**src/rtl/avmm_rr_arbiter2_if.sv**
```systemverilog
// rtl/avmm_rr_arbiter2_if.sv - Avalon-MM master link with waitrequest/readdatavalid handshake
interface avmm_rr_arbiter2_if #(
   parameter int ADDR_W = 8,
   parameter int DATA_W = 32
);
   logic [ADDR_W-1:0] address;
   logic              write;
   logic [DATA_W-1:0] writedata;
   logic              read;
   logic              waitrequest;
   logic [DATA_W-1:0] readdata;
   logic              readdatavalid;

   modport master (
      output address, write, writedata, read,
      input  waitrequest, readdata, readdatavalid
   );

   modport slave (
      input  address, write, writedata, read,
      output waitrequest, readdata, readdatavalid
   );
endinterface

```
**src/rtl/avmm_rr_arbiter2.sv**
```systemverilog
// rtl/avmm_rr_arbiter2.sv - two-master round-robin arbiter onto one fixed-latency Avalon-MM slave
module avmm_rr_arbiter2 #(
   parameter int ADDR_W = 8,
   parameter int DATA_W = 32,
   parameter int RD_LAT = 1
) (
   input  logic              clk,
   input  logic              rst_in,
   avmm_rr_arbiter2_if.slave m0,
   avmm_rr_arbiter2_if.slave m1,
   output logic [ADDR_W-1:0] s_address,
   output logic              s_write,
   output logic [DATA_W-1:0] s_writedata,
   output logic              s_read,
   input  logic [DATA_W-1:0] s_readdata
);
   typedef enum logic [1:0] {IDLE, ISSUE, RD_WAIT, RD_RESP} state_t;

   state_t            state;
   logic              gnt;      // 0 = m0, 1 = m1
   logic              gnt_wr;
   logic              ptr;      // master favoured on the next tie
   logic [1:0]        cnt;
   logic [DATA_W-1:0] rdata0;
   logic [DATA_W-1:0] rdata1;

   logic req0, req1, gnt_nxt, gnt_live, issue;

   assign req0     = m0.read | m0.write;
   assign req1     = m1.read | m1.write;
   assign gnt_nxt  = (req0 & req1) ? ptr : req1;
   assign gnt_live = gnt ? req1 : req0;
   // A master that dropped its request before issue gets no strobe and no accept.
   assign issue    = (state == ISSUE) && gnt_live;

   always_comb begin
      s_address   = '0;
      s_write     = 1'b0;
      s_read      = 1'b0;
      s_writedata = '0;
      if (issue) begin
         s_address = gnt ? m1.address : m0.address;
         s_write   = gnt_wr;
         s_read    = !gnt_wr;
         if (gnt_wr)
            s_writedata = gnt ? m1.writedata : m0.writedata;
      end
   end

   assign m0.waitrequest   = !(issue && !gnt);
   assign m1.waitrequest   = !(issue && gnt);
   assign m0.readdatavalid = (state == RD_RESP) && !gnt;
   assign m1.readdatavalid = (state == RD_RESP) && gnt;
   assign m0.readdata      = rdata0;
   assign m1.readdata      = rdata1;

   always_ff @(posedge clk or negedge rst_in) begin
      if (!rst_in) begin
         state  <= IDLE;
         gnt    <= 1'b0;
         gnt_wr <= 1'b0;
         ptr    <= 1'b0;
         cnt    <= '0;
         rdata0 <= '0;
         rdata1 <= '0;
      end else begin
         case (state)
            IDLE: begin
               if (req0 | req1) begin
                  gnt    <= gnt_nxt;
                  gnt_wr <= gnt_nxt ? m1.write : m0.write;
                  state  <= ISSUE;
               end
            end
            ISSUE: begin
               if (gnt_live) begin
                  ptr   <= ~gnt;
                  cnt   <= 2'(RD_LAT - 1);
                  state <= gnt_wr ? IDLE : RD_WAIT;
               end else begin
                  state <= IDLE;
               end
            end
            RD_WAIT: begin
               if (cnt == 2'd0) begin
                  if (gnt)
                     rdata1 <= s_readdata;
                  else
                     rdata0 <= s_readdata;
                  state <= RD_RESP;
               end else begin
                  cnt <= cnt - 2'd1;
               end
            end
            RD_RESP: state <= IDLE;
            default: state <= IDLE;
         endcase
      end
   end
endmodule

```
**src/flat_wrapper.sv**
```systemverilog
// flat-port wrapper written by rule: the top's interface ports become plain ports
module avmm_rr_arbiter2_flat 
#(
   parameter int ADDR_W = 8,
   parameter int DATA_W = 32,
   parameter int RD_LAT = 1
)
  (clk, rst_in, s_address, s_write, s_writedata, s_read, s_readdata, m0_address, m0_write, m0_writedata, m0_read, m0_waitrequest, m0_readdata, m0_readdatavalid, m1_address, m1_write, m1_writedata, m1_read, m1_waitrequest, m1_readdata, m1_readdatavalid);
  avmm_rr_arbiter2_if #(.ADDR_W(ADDR_W), .DATA_W(DATA_W)) m0_i ();
  avmm_rr_arbiter2_if #(.ADDR_W(ADDR_W), .DATA_W(DATA_W)) m1_i ();
  input  logic clk;
  input  logic rst_in;
  output logic [ADDR_W-1:0] s_address;
  output logic s_write;
  output logic [DATA_W-1:0] s_writedata;
  output logic s_read;
  input  logic [DATA_W-1:0] s_readdata;
  input wire logic [$bits(m0_i.address)-1:0] m0_address;
  input wire logic [$bits(m0_i.write)-1:0] m0_write;
  input wire logic [$bits(m0_i.writedata)-1:0] m0_writedata;
  input wire logic [$bits(m0_i.read)-1:0] m0_read;
  output wire logic [$bits(m0_i.waitrequest)-1:0] m0_waitrequest;
  output wire logic [$bits(m0_i.readdata)-1:0] m0_readdata;
  output wire logic [$bits(m0_i.readdatavalid)-1:0] m0_readdatavalid;
  input wire logic [$bits(m1_i.address)-1:0] m1_address;
  input wire logic [$bits(m1_i.write)-1:0] m1_write;
  input wire logic [$bits(m1_i.writedata)-1:0] m1_writedata;
  input wire logic [$bits(m1_i.read)-1:0] m1_read;
  output wire logic [$bits(m1_i.waitrequest)-1:0] m1_waitrequest;
  output wire logic [$bits(m1_i.readdata)-1:0] m1_readdata;
  output wire logic [$bits(m1_i.readdatavalid)-1:0] m1_readdatavalid;
  assign m0_i.address = m0_address;
  assign m0_i.write = m0_write;
  assign m0_i.writedata = m0_writedata;
  assign m0_i.read = m0_read;
  assign m0_waitrequest = m0_i.waitrequest;
  assign m0_readdata = m0_i.readdata;
  assign m0_readdatavalid = m0_i.readdatavalid;
  assign m1_i.address = m1_address;
  assign m1_i.write = m1_write;
  assign m1_i.writedata = m1_writedata;
  assign m1_i.read = m1_read;
  assign m1_waitrequest = m1_i.waitrequest;
  assign m1_readdata = m1_i.readdata;
  assign m1_readdatavalid = m1_i.readdatavalid;
  avmm_rr_arbiter2 #(.ADDR_W(ADDR_W), .DATA_W(DATA_W), .RD_LAT(RD_LAT)) u_core (.clk(clk), .rst_in(rst_in), .m0(m0_i), .m1(m1_i), .s_address(s_address), .s_write(s_write), .s_writedata(s_writedata), .s_read(s_read), .s_readdata(s_readdata));
endmodule
```
**config.mk**
```make
export PLATFORM = sky130hd
export DESIGN_NAME = avmm_rr_arbiter2_flat
export DESIGN_NICKNAME = d
export VERILOG_FILES = /design/src/rtl/avmm_rr_arbiter2_if.sv /design/src/rtl/avmm_rr_arbiter2.sv /design/src/flat_wrapper.sv
export SDC_FILE = /design/constraint.sdc
export NUM_CORES = 1
export LEC_CHECK = 0
export CAP_MARGIN = 10
export CORE_ASPECT_RATIO = 0.9
export CORE_MARGIN = 1.5
export CORE_UTILIZATION = 39
export CTS_CLUSTER_DIAMETER = 100
export CTS_CLUSTER_SIZE = 25
export DETAILED_ROUTE_END_ITERATION = 12
export PLACE_DENSITY = 0.83
export SLEW_MARGIN = 0
export SYNTH_ARGS = -nofsm -noshare
export SYNTH_HDL_FRONTEND = slang
export SYNTH_SLANG_ARGS = --single-unit
```
**constraint.sdc**
```tcl
create_clock -name clk -period 5.1 [get_ports clk]
set_clock_uncertainty 0.2 [all_clocks]
set_input_delay 0.51 -clock clk [delete_from_list [all_inputs] [get_ports clk]]
set_output_delay 0.51 -clock clk [all_outputs]
set_load 0.1 [all_outputs]
```
Word level (Yosys, flattened, before mapping):

Cells that the tools add are included.

* register bits after elaboration: 71
* output and inout bits: 110
* logic and storage cells: 56

* add/subtract/negate cells: 1
* eq/ne operators: 7
* mux-type cells: 18
* bitwise logic cells: 5
* reductions and logical operators: 18

Operators with widths (number)
* 32-bit two-way mux: 3
* 8-bit two-way mux: 2
* 2-bit two-way mux: 6
* 3-bit AND reduction: 3
* 2-bit case mux with 4 select lines: 1
* 2-bit by 1-bit inequality test with 1-bit output (second input constant): 3
* 2-bit AND reduction: 3
* 1-bit logical AND: 5
* 1-bit two-way mux: 5
* 2-bit equality test (second input constant): 2
* 1-bit logical NOT: 4
* 2-bit logical NOT: 2
* 2-bit case mux with 2 select lines: 1
* 1-bit OR: 3
* 2-bit by 1-bit equality test with 1-bit output (second input constant): 1
* 2-bit inequality test (second input constant): 1
* 2-bit nonzero test: 1
* 2-bit by 1-bit subtractor with 2-bit output (second input constant): 1
* 1-bit AND: 1
* 1-bit NOT: 1

Longest topological paths before layout:

* depth in word-level cells: 5
* mapped depth: 7

Least setup slack after synthesis:

No wires, ideal clock.

* kind: register to output
* start: register (tool-made name)
* end: output port s_writedata[22]
* arrival: 2.308 ns
* setup slack: 2.082 ns
* stages on the path, launching flop included: 6
* buffers on the path: 1
* path through: dfrtp_1 inv_1 ha_1 nand4_2 buf_2 nor2_1

RTL lines
* end: declaration: line flat_wrapper.sv:15 `output logic [DATA_W-1:0] s_writedata;`

Worst setup path in the final report:

* start: input port m0_write
* end: output port s_address[4]

* word-level cells in the longest chain between the ends: 4

RTL lines
* start: declaration: line flat_wrapper.sv:19 `input wire logic [$bits(m0_i.write)-1:0] m0_write;`
* 1-bit OR: line avmm_rr_arbiter2.sv:29 `assign req0 = m0.read | m0.write;`
* 1-bit two-way mux: line avmm_rr_arbiter2.sv:32 `assign gnt_live = gnt ? req1 : req0;`
* 1-bit logical AND: line avmm_rr_arbiter2.sv:34 `assign issue = (state == ISSUE) && gnt_live;`
* 8-bit two-way mux: line avmm_rr_arbiter2.sv:41 `if (issue) begin`
* end: declaration: line flat_wrapper.sv:13 `output logic [ADDR_W-1:0] s_address;`

No other way between the ends.

==> flow_metrics.tcl <==
set metrics [dict create \
    status "finished clean" \
    clock.fmax_mhz 264 \
    ys_warn_count 0 \
    ant_nets 0 \
    area_delta_synth_final_pct 73.0 \
    mostFrequentLayoutCells "194 x clkdlybuf4s50_1, 70 x dfrtp_1, 62 x mux2_2" \
    min_path_type "flop to flop" \
    ys_seq_area_share_pct 50.9 \
    path_common_cell "clkdlybuf4s50_1" \
    holdWs_ns 0.296 \
    drt_iter0_markers 69 \
    grt_usage_pct 22.6 \
    viasPerCell 4.79 \
    drive_above_1_share_pct 23.8 \
    synth_cells 279 \
    cts_max_level 3 \
    period_share_pct 74.3 \
    post-dp-hpwl_um 8250 \
    finalSetupTns_ns 0 \
    diodes 0 \
    cts_tree "yes" \
    vias 3022 \
    io_buffers 227 \
    die_height_um 92.8 \
    core_area_mm2 0.00865 \
    clock_sinks 71 \
    critPathMaxFanout 10 \
    globalRoute.totalOverflow 0 \
    maxSlewHeadroom_pct 30.7 \
    finalWirelength_um 10700 \
    drt_first_pass_iters 4 \
    die_w_um 103 \
    worst_pin_slew_ns 1.04 \
    crit_chain "clkdlybuf4s50_1 > nor2_1 > nor3b_4 > a22o_1 > clkdlybuf4s50_1" \
    finalSetupViolCount 0 \
    fillers 675 \
    clockRootBuffer "clkbuf_8" \
    r2r_end "u_core.m0.readdata[8]$_DFFE_PN0P_" \
    drv_slew 0 \
    yosysUniqueCellTypes 33 \
    critPathCaptureType "primary output" \
    startpoint "m0_write" \
    grt_start_max_net_pins 51 \
    cp.arrival_ns 3.08 \
    rsz0062_at_grt "no" \
    antenna_found_initial 0 \
    cts.clk_slew.worst_paths_ns 0.08 \
    grt_pass1_vias 3254 \
    hold_viol_final 0 \
    avgSynthCellArea_um2 12.5 \
    cp-start-kind "input port" \
    max-cap-violations 0 \
    pin_count 228 \
    mostFrequentLayoutCell "clkdlybuf4s50_1" \
    fin_nets 631 \
    gp_congestion 0.884 \
    crit_path_top_delay_cell "clkdlybuf4s50_1" \
    clk-insertion-delay-late_ns 0.34 \
    slowest_delay_ns 1.13 \
    drc_errors 0 \
    fin_crit_ns 3.79 \
    clk_path_buf_depth 2 \
    ys_seq_elements 71 \
    rows 32 \
    start_util_pct 40.4 \
    syn_nets 403 \
    die_area_mm2 0.00953 \
    cp-endpoint "s_address[4]" \
    crit_required_ns 4.39 \
    cts_made_buffers 9 \
    wl_per_cell_um 16.9 \
    cts_resized 0 \
    r2r_setup_slack_ns 2.75 \
    crit_type "input port to primary output" \
    netlist_area_mm2 0.00349 \
    grt_pass1_wl_um 16400 \
    reg2regPathDepth 4 \
    worst_r2r_startpoint "u_core.gnt$_DFFE_PN0P_" \
]
==> critical path, delay by kind of cell <==
family | cells | cell delay, ns
AND/OR/NAND/NOR | 2 | 0.59
AO/OA/AOI/OAI | 1 | 0.25
buffers and inverters | 2 | 1.71
==> flip-flops by register name, indices dropped and copies added (netlist names), named ones only <==
name,flops
u_core.cnt,2
u_core.m1.readdata,32
u_core.state,1
u_core.ptr,1
u_core.gnt_wr,1
u_core.m0.readdata,32
u_core.gnt,1
==> synth_stat cells (all sizes together) <==
cell | number | area share [%]
a22o | 9 | 2.3
dfrtp | 71 | 51
ha | 6 | 2.1
buf | 16 | 2.4
and2 | 2 | 0.36
mux2 | 65 | 21
nor2 | 34 | 3.7
a32oi | 1 | 0.25
nor2b | 3 | 0.54
nor4bb | 1 | 0.29
or3 | 2 | 0.36
nand2b | 1 | 0.18
inv | 10 | 1.1
mux2i | 32 | 9.2
o22ai | 1 | 0.18
nor3b | 1 | 0.54
a211oi | 3 | 0.64
nand4 | 1 | 0.36
o41ai | 2 | 0.50
or2 | 2 | 0.36
o31a | 1 | 0.25
nor4b | 1 | 0.25
nor4 | 2 | 0.36
nand2 | 4 | 0.43
a21o | 2 | 0.43
and3 | 1 | 0.18
and4 | 1 | 0.32
or3b | 1 | 0.25
a21oi | 3 | 0.43
==> kinds of logic after synthesis <==
| kind of cell | after synthesis | share of synthesized area (%) |
|---|---|---|
| compound gates | 22 | 4.94 |
| fa+ha+maj | 6 | 2.15 |
| buf+inv | 26 | 3.51 |
| flops | 71 | 50.9 |
| mux | 97 | 30.1 |
| simple gates | 57 | 8.42 |
==> per-stage QoR <==
step	cells	cell area [µm²]	worst slack [ns]	util (%)
floorplan	279	3490	2.08	-
global placement	614	5780	1.42	66.9
detailed placement	614	5780	1.32	66.9
CTS	631	6040	1.33	69.9
global route	631	6040	1.22	69.9
finish	631	6040	1.31	69.9
==> routing by layer <==
| layer | track usage (%) | vias up | wire length [µm] | share of wire, % |
|---|---|---|---|---|
| met3 | 6.26 | 25 | 567 | 5.3 |
| met5 | 0 | - | 0 | 0 |
| met2 | 39.3 | 102 | 5520 | 52 |
| met1 | 26.2 | 1448 | 4270 | 40 |
| met4 | 8.90 | 0 | 306 | 2.9 |
| li1 | - | 1447 | - | - |
==> worst min path at each step <==
stage                                    endpoint  cells past startpoint  slack [ns]                                from
2_1_floorplan          asynchronous set/reset pin                      0        0.01                              rst_in
3_3_place_gp   u_core.m0.readdata[13]$_DFFE_PN0P_                      1        0.28                              rst_in
3_5_place_dp   u_core.m0.readdata[16]$_DFFE_PN0P_                      1        0.28  u_core.m0.readdata[16]$_DFFE_PN0P_
4_1_cts        u_core.m0.readdata[16]$_DFFE_PN0P_                      1        0.30  u_core.m0.readdata[16]$_DFFE_PN0P_
5_1_grt        u_core.m0.readdata[16]$_DFFE_PN0P_                      1        0.31  u_core.m0.readdata[16]$_DFFE_PN0P_
6_report       u_core.m0.readdata[16]$_DFFE_PN0P_                      1        0.30  u_core.m0.readdata[16]$_DFFE_PN0P_
==> area by class of cell <==
cell class,instances,area (µm²),area share (%)
multi-input cells,182,1590,26.4
flip-flops and latches,71,1780,29.4
clock inverters,7,128,2.11
clock buffers,9,124,2.05
well taps,119,149,2.46
inverters,10,37.5,0.621
repair buffers,233,2230,37.0
==> what timing repair did <==
item,4_1_cts,5_1_grt
setup buffers,0,0
hold buffers,1,0
hold endpoints to repair,21,0
Power is not shown: default switching activity piles up to over one toggle a cycle in this logic, so the estimate is an artifact.
